[src/rtl/uart_pkg.sv]
// Shared definitions for the parametrised UART transmitter: parity modes,
// serializer state encoding and frame sizing.
package uart_pkg;

    localparam int PAR_NONE = 0;
    localparam int PAR_ODD  = 1;
    localparam int PAR_EVEN = 2;

    typedef enum logic [2:0] {
        S_IDLE,
        S_START,
        S_DATA,
        S_PARITY,
        S_STOP
    } ser_state_t;

    // Bit periods in one frame: start + data + optional parity + stop.
    function automatic int frame_bits(input int data_bits, input int parity, input int stop_bits);
        return 1 + data_bits + ((parity != PAR_NONE) ? 1 : 0) + stop_bits;
    endfunction

endpackage

[src/rtl/uart_tx_fifo_param_sync_fifo.sv]
// Synchronous FIFO with show-ahead read data; writes when full and reads
// when empty are dropped, so the occupancy can never leave 0..DEPTH.
module sync_fifo #(
    parameter int WIDTH = 8,
    parameter int DEPTH = 4
) (
    input  logic                     clk,
    input  logic                     rst_n,
    input  logic                     wr_en,
    input  logic [WIDTH-1:0]         wr_data,
    input  logic                     rd_en,
    output logic [WIDTH-1:0]         rd_data,
    output logic [$clog2(DEPTH):0]   count,
    output logic                     full,
    output logic                     empty
);

    localparam int AW = $clog2(DEPTH);

    logic [WIDTH-1:0] r_mem [DEPTH];
    logic [AW-1:0]    r_wr_ptr;
    logic [AW-1:0]    r_rd_ptr;
    logic [AW:0]      r_count;
    logic             w_wr;
    logic             w_rd;

    assign w_wr    = wr_en && !full;
    assign w_rd    = rd_en && !empty;
    assign full    = (r_count == (AW+1)'(DEPTH));
    assign empty   = (r_count == '0);
    assign count   = r_count;
    assign rd_data = r_mem[r_rd_ptr];

    always_ff @(posedge clk) begin
        if (w_wr) begin
            r_mem[r_wr_ptr] <= wr_data;
        end
    end

    // Pointers wrap naturally because DEPTH is a power of two.
    always_ff @(posedge clk or negedge rst_n) begin
        if (!rst_n) begin
            r_wr_ptr <= '0;
            r_rd_ptr <= '0;
            r_count  <= '0;
        end else begin
            if (w_wr) r_wr_ptr <= r_wr_ptr + 1'b1;
            if (w_rd) r_rd_ptr <= r_rd_ptr + 1'b1;
            case ({w_wr, w_rd})
                2'b10:   r_count <= r_count + 1'b1;
                2'b01:   r_count <= r_count - 1'b1;
                default: r_count <= r_count;
            endcase
        end
    end

endmodule

[src/rtl/uart_tx_fifo_param.sv]
// UART transmitter with input FIFO; queued words go out back-to-back.
// state    | meaning
// S_IDLE   | line high, waiting for a queued word
// S_START  | start bit (low)
// S_DATA   | data bits, LSB first
// S_PARITY | parity bit (only when parity is enabled)
// S_STOP   | stop bit(s), high; chains straight into the next START
module uart_tx_fifo_param
    import uart_pkg::*;
#(
    parameter int CLKS_PER_BIT = 5208,
    parameter int DATA_BITS    = 8,
    parameter int PARITY       = 0,
    parameter int STOP_BITS    = 1,
    parameter int FIFO_DEPTH   = 4
) (
    input  logic                          clk,
    input  logic                          rst_n,
    input  logic                          in_valid,
    output logic                          in_ready,
    input  logic [DATA_BITS-1:0]          in_data,
    output logic                          tx,
    output logic                          busy,
    output logic [$clog2(FIFO_DEPTH):0]   fifo_count
);

    localparam int PW         = $clog2(CLKS_PER_BIT);
    localparam int FRAME_BITS = frame_bits(DATA_BITS, PARITY, STOP_BITS);

    generate
        if (CLKS_PER_BIT < 4 || DATA_BITS < 5 || DATA_BITS > 9 ||
            (PARITY != PAR_NONE && PARITY != PAR_ODD && PARITY != PAR_EVEN) ||
            STOP_BITS < 1 || STOP_BITS > 2 || FIFO_DEPTH < 2 ||
            (FIFO_DEPTH & (FIFO_DEPTH - 1)) != 0 || FRAME_BITS > 13) begin : g_bad_param
            $error("uart_tx_fifo_param: illegal parameter set");
        end
    endgenerate

    ser_state_t           r_state, w_state_nxt;
    logic [PW-1:0]        r_prescale, w_prescale_nxt;
    logic [3:0]           r_bit_cnt, w_bit_nxt;
    logic [DATA_BITS-1:0] r_shift, w_shift_nxt;
    logic                 r_parity, w_parity_nxt;
    logic                 r_tx, w_tx_nxt;
    logic                 r_busy;
    logic                 r_rdy_en;
    logic                 w_pop;
    logic                 w_push;
    logic                 w_tick;
    logic                 w_par_load;
    logic                 w_fifo_full;
    logic                 w_fifo_empty;
    logic [DATA_BITS-1:0] w_fifo_data;

    // r_rdy_en keeps in_ready low while reset is held.
    assign in_ready   = r_rdy_en && !w_fifo_full;
    assign w_push     = in_valid && in_ready;
    assign w_tick     = (r_prescale == PW'(CLKS_PER_BIT - 1));
    assign w_par_load = (PARITY == PAR_ODD) ? ~(^w_fifo_data) : (^w_fifo_data);
    assign tx         = r_tx;
    assign busy       = r_busy;

    sync_fifo #(
        .WIDTH (DATA_BITS),
        .DEPTH (FIFO_DEPTH)
    ) u_fifo (
        .clk     (clk),
        .rst_n   (rst_n),
        .wr_en   (w_push),
        .wr_data (in_data),
        .rd_en   (w_pop),
        .rd_data (w_fifo_data),
        .count   (fifo_count),
        .full    (w_fifo_full),
        .empty   (w_fifo_empty)
    );

    always_comb begin
        w_state_nxt    = r_state;
        w_prescale_nxt = w_tick ? '0 : r_prescale + 1'b1;
        w_bit_nxt      = r_bit_cnt;
        w_shift_nxt    = r_shift;
        w_parity_nxt   = r_parity;
        w_pop          = 1'b0;
        case (r_state)
            S_IDLE: begin
                w_prescale_nxt = '0;
                if (!w_fifo_empty) begin
                    w_pop        = 1'b1;
                    w_shift_nxt  = w_fifo_data;
                    w_parity_nxt = w_par_load;
                    w_state_nxt  = S_START;
                end
            end
            S_START: begin
                if (w_tick) begin
                    w_state_nxt = S_DATA;
                    w_bit_nxt   = '0;
                end
            end
            S_DATA: begin
                if (w_tick) begin
                    w_shift_nxt = r_shift >> 1;
                    if (r_bit_cnt == 4'(DATA_BITS - 1)) begin
                        w_bit_nxt   = '0;
                        w_state_nxt = (PARITY != PAR_NONE) ? S_PARITY : S_STOP;
                    end else begin
                        w_bit_nxt = r_bit_cnt + 1'b1;
                    end
                end
            end
            S_PARITY: begin
                if (w_tick) begin
                    w_state_nxt = S_STOP;
                    w_bit_nxt   = '0;
                end
            end
            S_STOP: begin
                if (w_tick) begin
                    if (r_bit_cnt == 4'(STOP_BITS - 1)) begin
                        w_bit_nxt = '0;
                        if (!w_fifo_empty) begin
                            w_pop        = 1'b1;
                            w_shift_nxt  = w_fifo_data;
                            w_parity_nxt = w_par_load;
                            w_state_nxt  = S_START;
                        end else begin
                            w_state_nxt = S_IDLE;
                        end
                    end else begin
                        w_bit_nxt = r_bit_cnt + 1'b1;
                    end
                end
            end
            default: w_state_nxt = S_IDLE;
        endcase
    end

    // The line level is registered from the current state, so tx trails the state by one cycle.
    always_comb begin
        w_tx_nxt = 1'b1;
        case (r_state)
            S_START:  w_tx_nxt = 1'b0;
            S_DATA:   w_tx_nxt = r_shift[0];
            S_PARITY: w_tx_nxt = r_parity;
            default:  w_tx_nxt = 1'b1;
        endcase
    end

    always_ff @(posedge clk or negedge rst_n) begin
        if (!rst_n) begin
            r_state    <= S_IDLE;
            r_prescale <= '0;
            r_bit_cnt  <= '0;
            r_shift    <= '0;
            r_parity   <= 1'b0;
            r_tx       <= 1'b1;
            r_busy     <= 1'b0;
            r_rdy_en   <= 1'b0;
        end else begin
            r_state    <= w_state_nxt;
            r_prescale <= w_prescale_nxt;
            r_bit_cnt  <= w_bit_nxt;
            r_shift    <= w_shift_nxt;
            r_parity   <= w_parity_nxt;
            r_tx       <= w_tx_nxt;
            r_busy     <= (r_state != S_IDLE) || (fifo_count != '0);
            r_rdy_en   <= 1'b1;
        end
    end

endmodule

[config.mk]
export PLATFORM = sky130hd
export DESIGN_NAME = uart_tx_fifo_param
export DESIGN_NICKNAME = d
export VERILOG_FILES = /design/src/rtl/uart_pkg.sv /design/src/rtl/uart_tx_fifo_param_sync_fifo.sv /design/src/rtl/uart_tx_fifo_param.sv
export SDC_FILE = /design/constraint.sdc
export NUM_CORES = 1
export LEC_CHECK = 0
export BUFFER_PORTS_ARGS = -buffer_cell sky130_fd_sc_hd__buf_4
export CORE_UTILIZATION = 55
export DETAILED_ROUTE_END_ITERATION = 16
export PLACE_DENSITY_LB_ADDON = 0.12
export SLEW_MARGIN = 20
export SYNTH_ARGS = -nofsm -noshare
export SYNTH_HDL_FRONTEND = slang
export SYNTH_HIERARCHICAL = 1
export SYNTH_SLANG_ARGS = --single-unit
[constraint.sdc]
create_clock -name clk -period 2.7 [get_ports clk]
set_input_delay 0 -clock clk [delete_from_list [all_inputs] [get_ports clk]]
set_output_delay 0 -clock clk [all_outputs]
set_load 0.02 [all_outputs]
==> metrics.md, run 1 <==
| Metric | Value |
|---|---|
| Status | finished, final reports clean |
| Adder-cell share of the synthesized area | 3.55% |
| Worst reg-to-reg setup slack | 200 ps |
| MaxCap Viol Count | 0 |
| Period utilisation layout | 92.5% |
| Clk sinks | 71 |
| Critical path peak fanout | 4 |
| Final Hold Violating Endpoints | 0 |
| Clk pwr share | 38.1% |
| Xor-xnor portion of the synthesized cell area | 6.21% |
| Area growth syn-to-layout | 19.5% |
| Die Ht | 80.5 um |
| Largest net degree at the start of global routing | 40 |
| Setup violators final | 0 |
| Avg Inst Size Synth | 13.8 sq um |
| Largest family of logic cells by synthesized area | simple AND/OR/NAND/NOR gates |
| Vias in the first global route | between 1,500 and 2,000 |
| Rel. slew slack | 62.9% |
| Yosys warns | 6 |
| Worst Slack Setup Final | 202 ps |
| DIE WIDTH | 80.5 um |
| Worst setup EP type | flip-flop |
| Number of synthesized flops with an enable pin | 32 |
| H-Tree Depth | 3 |
| R2r endpoint | u_fifo/count[2] |
| Synth Net Count | 266 |
| Setup repair after global routing missed its margin | no |
| CORE AREA | a little under 6000 sq um |
| Num CTS Buffers | 9 |
| Dpl hpwl | 3870 um |
| Multiplexer area fraction after synthesis | 11.4% |
| Main flop type after synthesis | dfrtp_1 |
| Worst flop-to-flop path startpoint | r_bit_cnt[1] |
| Pint | 2.03 mW |
| Ports | 17 |
| Worst min path class | input pin to async pin |
| ANT cells | 0 |
| Seq/Total Area, Yosys | 57.2% |
| Arrival @ worst endpoint | roughly 2800 ps |
| Post-Route WL | about 5700 um |
| Cell Count Post-Placement | 346 |
| Netlist cell types | a little under 60 |
| Switching share of power | 25.0% |
| Ratio of cells with drive above 1 in the final layout | 31.6% |
| Least-Margin Pin Slew | 556 ps |
| Achievable Freq | approximately 0.40 GHz |
| Die ar. | 6470 sq um |
| First-pass GRT wire length | 9540 um |
| Clk Latency, worst-skew pair | 340 ps |
| Logic pwr share | 14.2% |
| Post-DR vias/cell | about 5.5 |
| Post-synthesis compound-gate area fraction | 4.92% |
| Crit path buf inv count | 2 |
| Nature of the critical path startpoint | flip-flop |
| Worst-path clk slew | 80 ps |
| Crit Path Class | flip-flop to flip-flop |
| Total power | roughly 2.7 mW |
| Worst Skew | between 10 and 15 ps |
| Final net count | 312 |
| VDD IR-drop max | between 0.4 and 0.5 mV |
| Pre-antenna DRT Iters | 4 |
| Layout Cells excl Fill | 372 |
| Post-place setup slack | -2.65 ps |
| Crit path from | r_bit_cnt[1] |
| Slowest stage delay, CP | just over 400 ps |
| Detail Route Antenna Nets | 0 |
| Row count | 28 |
| TritonCTS clock tree | yes |
| Clk buf depth | 2 |
| RePlAce Congestion | 0.776 |
| CP Data Required Time | around 3000 ps |
| Post-synthesis simple-gate area fraction | 14.4% |
| Clock root buffer | clkbuf_8 |
| Max Slew Vio Count | 0 |
| PwrDens | around 670 nW/um^2 |
| Total grt overflow | 0 |
| Synthesized cell area | between 3000 and 4000 sq um |
| Cell chain of the critical path | inv_1 > ha_1 > or3b_4 > a221oi_4 > o31a_2 > ha_2 > inv_1 > fa_2 > xor2_1 > nor2_1 > xor2_1 |
| Initial antenna violation count | 0 |
| Wire per inst | 15.2 um |
| CP max-delay cell | dfrtp_1 |
| Number of DRC markers in iteration 0 | 70 |
| Net Sw Power | 0.676 mW |
| Reg2Reg Depth | 11 |
| Leakage | 1.59 nW |
| Fillers | 432 |
| Asr flop ratio synth | 54.9% |
| Via count | roughly 2,000 |
| # DRC | 0 |
| Flop pwr share | 47.7% |
| Total Routing Usage GR | 20.1% |
| Port Buf Inserts | 16 |
| Initial core utilization | between 50% and 60% |
| Crit path max-delay family | adder cells |
| Gate Count Post-Synth | 246 |
| Yosys reg bits | 71 |
| Fin crit period | 2500 ps |
[worst reg2reg max path: cells and delay by family, from the launching register on]
kind                     cells  cell delay [ps]
AO/OA/AOI/OAI                2              460
flip-flops                   1              410
buffers and inverters        2              110
AND/OR/NAND/NOR              2              520
XOR/XNOR                     2              280
adder cells (fa/ha/maj)      3              640
[stage by stage]
stage | instance area [sq um] | hold WS (ps) | util (%) | setup TNS (ps)
2_1_floorplan | 3390 | -296 | - | 0
3_3_place_gp | 3680 | 4.17 | 62.2 | 0
3_5_place_dp | 3680 | 8.22 | 62.2 | -2.65
4_1_cts | 4030 | 182 | 68.0 | 0
5_1_grt | 4050 | 222 | 68.4 | 0
6_report | 4050 | 170 | 68.4 | 0
[cells in the mapped netlist, drive strengths merged (2+ instances only)]
| master | count | share of area, % |
|---|---|---|
| dfrtp | 38 | 28 |
| edfxtp | 32 | 28 |
| mux2 | 17 | 5.8 |
| nor2 | 17 | 1.9 |
| xnor2 | 17 | 4.4 |
| nand2 | 13 | 1.4 |
| inv | 12 | 1.3 |
| ha | 8 | 3.0 |
| mux4 | 8 | 5.3 |
| xor2 | 7 | 1.8 |
| and3 | 6 | 1.3 |
| nand4 | 6 | 1.3 |
| buf | 5 | 0.70 |
| nand3 | 5 | 0.89 |
| nor3 | 4 | 0.59 |
| o21ai | 4 | 0.59 |
| or3b | 4 | 1.1 |
| and2 | 3 | 0.63 |
| nor3b | 3 | 1.1 |
| nor4 | 3 | 0.55 |
| a21oi | 2 | 0.30 |
| a22oi | 2 | 0.85 |
| nor2b | 2 | 0.37 |
| nor4b | 2 | 1.4 |
| o211ai | 2 | 0.44 |
| or2 | 2 | 0.37 |
| or3 | 2 | 0.37 |
[power by group through the flow]
| stage | clock, mW | sequential (mW) | combinational (mW) |
|---|---|---|---|
| after floorplan | 0 | 1.33 | 0.224 |
| after global placement | 0 | 1.31 | 0.363 |
| after detailed placement | 0 | 1.31 | 0.371 |
| after CTS | 1.04 | 1.29 | 0.388 |
| after global routing | 1.09 | 1.30 | 0.424 |
| final | 1.03 | 1.29 | 0.384 |
[state kept, by name, indices dropped and copies added (netlist names)]
| signal | cells |
|---|---|
| r_rdy_en | 1 |
| r_parity | 1 |
| u_fifo/count | 3 |
| u_fifo/r_mem | 32 |
| busy | 1 |
| u_fifo/r_rd_ptr | 2 |
| r_state | 3 |
| r_shift | 8 |
| r_bit_cnt | 4 |
| tx | 1 |
| u_fifo/r_wr_ptr | 2 |
| r_prescale | 13 |
[metal layers]
layer  vias to the layer above  track usage, %  part of all wire, %
met5                         -               0                    0
met4                         0            8.04                  1.3
met3                         6            4.43                  2.2
met2                        20            31.8                   50
met1                      1023            26.8                   47
li1                        996               -                    -
[timing repair]
action | in CTS | in global routing
hold buffers | 9 | 0
endpoints found under the hold margin | 71 | 0
buffers inserted | 1 | 0
setup endpoints to repair | 1 | 1
pin swaps | 1 | 2
resized for setup | 0 | 5
[cell type report]
type / count / area [sq um] / share of cell area (%)
Sequential cell: 71 / 1940 / 47.9
Clock buffer: 9 / 124 / 3.06
Tap cell: 75 / 93.8 / 2.32
Multi-Input combinational cell: 157 / 1400 / 34.5
Inverter: 12 / 45.0 / 1.11
Clock inverter: 7 / 120 / 2.97
Timing Repair Buffer: 41 / 330 / 8.16
[layout by cell type, fill, tap and decap left out, types with 6 or more instances in the layout]
master	netlist	routed
buf_4	0	32
clkbuf_8	0	9
dfrtp_1	38	38
dlygate4sd3_1	0	9
edfxtp_1	32	32
ha_1	8	6
inv_1	12	12
mux2_2	14	14
mux4_2	8	8
nand2_1	13	13
nor2_1	17	17
xnor2_1	17	17
xor2_1	7	7
[kinds of logic (layout without fill, tap and decap cells)]
kind of cell | after synthesis | after routing
xor+xnor | 24 | 24
mux | 26 | 26
compound gates | 20 | 20
fa+ha+maj | 9 | 9
buf+inv | 18 | 69
other cells | 1 | 1
simple gates | 77 | 77
flops | 71 | 71
[worst max path at each step]
stage                            to  slack (ps)  cells past startpoint
finish              u_fifo/count[2]         200                     11
global route        u_fifo/count[2]          50                     11
CTS                 u_fifo/count[2]           3                     11
detailed placement  u_fifo/count[2]          -3                     11
global placement    u_fifo/count[2]          70                     11
floorplan           u_fifo/count[2]         140                     11
Power figures use the tool's default switching activity.
==> run 2, diff against run 1 <==
--- a/config.mk
+++ b/config.mk
@@ -6,7 +6,9 @@
 export NUM_CORES = 1
 export LEC_CHECK = 0
 export BUFFER_PORTS_ARGS = -buffer_cell sky130_fd_sc_hd__buf_4
-export CORE_UTILIZATION = 55
+export CORE_UTILIZATION = 57
+export CTS_BUF_LIST = sky130_fd_sc_hd__clkbuf_8
+export CTS_CLUSTER_SIZE = 24
 export DETAILED_ROUTE_END_ITERATION = 16
 export PLACE_DENSITY_LB_ADDON = 0.12
 export SLEW_MARGIN = 20
==> metrics.md, run 2 (same netlist as run 1, synthesis figures left out) <==
| Metric | Value |
|---|---|
| Status | finished, final reports clean |
| Least-Margin Pin Slew | 543 ps (-12.6 ps) |
| Clk Latency, worst-skew pair | 350 ps (about the same) |
| Period utilisation layout | 94.7% (+2.2 points) |
| Final net count | 314 (+0.64%) |
| VDD IR-drop max | 0.595 mV (+25%) |
| Ports | 17 (unchanged) |
| Slowest stage delay, CP | 410 ps (about the same) |
| Number of DRC markers in iteration 0 | 92 (+31%) |
| Layout Cells excl Fill | 371 (-0.27%) |
| Most frequent cells in the layout | 38 x dfrtp_1, 34 x buf_4, 32 x edfxtp_1 |
| Fin crit period | 2560 ps (+58.6 ps) |
| Cell Count Post-Placement | 343 (-0.87%) |
| Num CTS Buffers | 9 (unchanged) |
| Largest registers | u_fifo/r_mem: 32 flops, r_prescale: 13 flops, r_shift: 8 flops |
| DIE WIDTH | 79.1 um (-1.7%) |
| Via count | 2,090 (+2.2%) |
| Crit Path Class | flip-flop to flip-flop |
| Initial antenna violation count | 0 (unchanged) |
| RePlAce Congestion | 0.773 (-0.36%) |
| Total Routing Usage GR | 21.5% (+1.5 points) |
| # DRC | 0 (unchanged) |
| Die Ht | 79.1 um (-1.7%) |
| Detail Route Antenna Nets | 0 (unchanged) |
| Dpl hpwl | 3870 um (+0.20%) |
| H-Tree Depth | 3 (unchanged) |
| Port Buf Inserts | 16 (unchanged) |
| CORE AREA | 5610 sq um (-5.3%) |
| Reg area | 1940 sq um (unchanged) |
| Initial core utilization | 60.4% (+3.2 points) |
| Pre-antenna DRT Iters | 8 (+4) |
| Worst min path class | input pin to async pin |
| Area of the multi-input gates | 1410 sq um (+0.72%) |
| Nature of the critical path startpoint | flip-flop |
| Cell chain of the critical path | inv_1 > ha_1 > or3b_4 > a221oi_4 > o31a_2 > ha_4 > inv_1 > fa_2 > xor2_1 > nor2_1 > xor2_1 |
| Biggest register | u_fifo/r_mem |
| Crit path max-delay family | adder cells |
| Final Hold Violating Endpoints | 0 (unchanged) |
| CP Data Required Time | 2970 ps (about the same) |
| TritonCTS clock tree | yes |
| Critical path peak fanout | 3 (-1) |
| Clock root buffer | clkbuf_8 |
| Setup repair after global routing missed its margin | no |
| Arrival @ worst endpoint | 2830 ps (+60 ps) |
| Fillers | 384 (-11%) |
| Post-place setup slack | -58.7 ps (-56.0 ps) |
| Largest net degree at the start of global routing | 40 (unchanged) |
| CP max-delay cell | dfrtp_1 |
| Achievable Freq | 0.391 GHz (-2.3%) |
| Vias in the first global route | 2,092 (+5.3%) |
| DP Area | 3680 sq um (-0.10%) |
| Worst Slack Setup Final | 144 ps (-58.6 ps) |
| Final instance area | 4040 sq um (-0.28%) |
| Clk buf depth | 2 (unchanged) |
| Worst Skew | 10.3 ps (+0.211 ps) |
| PwrDens | 643 nW/um^2 (-3.8%) |
| Leakage | 1.59 nW (+0.21%) |
| Ratio of cells with drive above 1 in the final layout | 31.8% (+0.12 points) |
| Post-Route WL | 5800 um (+2.5%) |
| Area growth syn-to-layout | 19.2% |
| Total grt overflow | 0 (unchanged) |
| Rel. slew slack | 63.8% (+0.84 points) |
| Crit path buf inv count | 2 (unchanged) |
| Wire per inst | 15.6 um (+2.7%) |
| Worst-path clk slew | 80 ps (about the same) |
| Clk sinks | 71 (unchanged) |
| Setup violators final | 0 (unchanged) |
| Post-DR vias/cell | 5.63 (+2.5%) |
| Max Slew Vio Count | 0 (unchanged) |
| MaxCap Viol Count | 0 (unchanged) |
| Row count | 27 (-3.6%) |
| First-pass GRT wire length | 9860 um (+3.4%) |
| ANT cells | 0 (unchanged) |
| Worst setup EP type | flip-flop |
| Die ar. | 6250 sq um (-3.4%) |
| Max reg flops | 32 (unchanged) |
| Commonest non-fill, non-tap cell in the layout | dfrtp_1 |
run 2: cell types whose count changed in the layout (fill, tap and decap cells not counted):
cell        change
buf_4           +2
clkinv_2        +2
bufinv_16       -1
clkinv_1        +1
clkinvlp_4      -1
ha_2            -1
ha_4            +1
inv_6           -1
run 2: report_power, final:
part | total [mW] | leakage (nW) | switching, mW | internal, mW
Combinational | 0.390 | 0.713 | 0.202 | 0.187
Sequential | 1.29 | 0.771 | 0.0676 | 1.23
Clock | 0.910 | 0.110 | 0.397 | 0.513
Total | 2.59 | 1.59 | 0.667 | 1.93
run 2: per-layer routing:
layer	part of all wire (%)	track usage, %	vias up
met5	0	0	-
met4	1.6	10.5	0
met3	4.0	5.52	9
met2	50	35.1	41
met1	44	26.8	1041
li1	-	-	999
run 2: area by class of cell:
class / count / share of cell area [%]
multi-input cells: 157 / 34.8
clock buffers: 9 / 3.07
clock inverters: 7 / 2.17
well taps: 72 / 2.23
flip-flops and latches: 71 / 48.0
repair buffers: 43 / 8.56
inverters: 12 / 1.12
run 2: final timing paths:
| check | from | endpoint | slack [ps] | cells after the start |
|---|---|---|---|---|
| worst min register to register | r_shift[6] | r_shift[6] | 500 | 1 |
| worst max-delay path | r_bit_cnt[1] | u_fifo/count[2] | 140 | 11 |
| min in group clk | in_valid | u_fifo/r_wr_ptr[0] | 170 | 4 |
| worst min-delay path | rst_n | r_prescale[9] | 150 | 2 |
| max in group asynchronous | rst_n | r_shift[1] | 2170 | 2 |
| worst max register to register | r_bit_cnt[1] | u_fifo/count[2] | 140 | 11 |
run 2: stage by stage:
stage / setup TNS, ps / hold slack, ps / util [%] / total power [mW]
after floorplan: 0 / -296 / - / 1.55
after global placement: 0 / -2.44 / 65.6 / 1.67
after detailed placement: -58.7 / 6.12 / 65.6 / 1.69
after CTS: 0 / 162 / 71.4 / 2.60
after global routing: 0 / 208 / 72.0 / 2.71
final: 0 / 151 / 72.0 / 2.59
run 2: what timing repair did:
item | in CTS | in global routing
buffers inserted | 1 | 2
hold buffers | 9 | 0
gates resized for setup | 2 | 4
setup endpoints to repair | 1 | 1
endpoints found under the hold margin | 71 | 0
pin swaps | 0 | 2
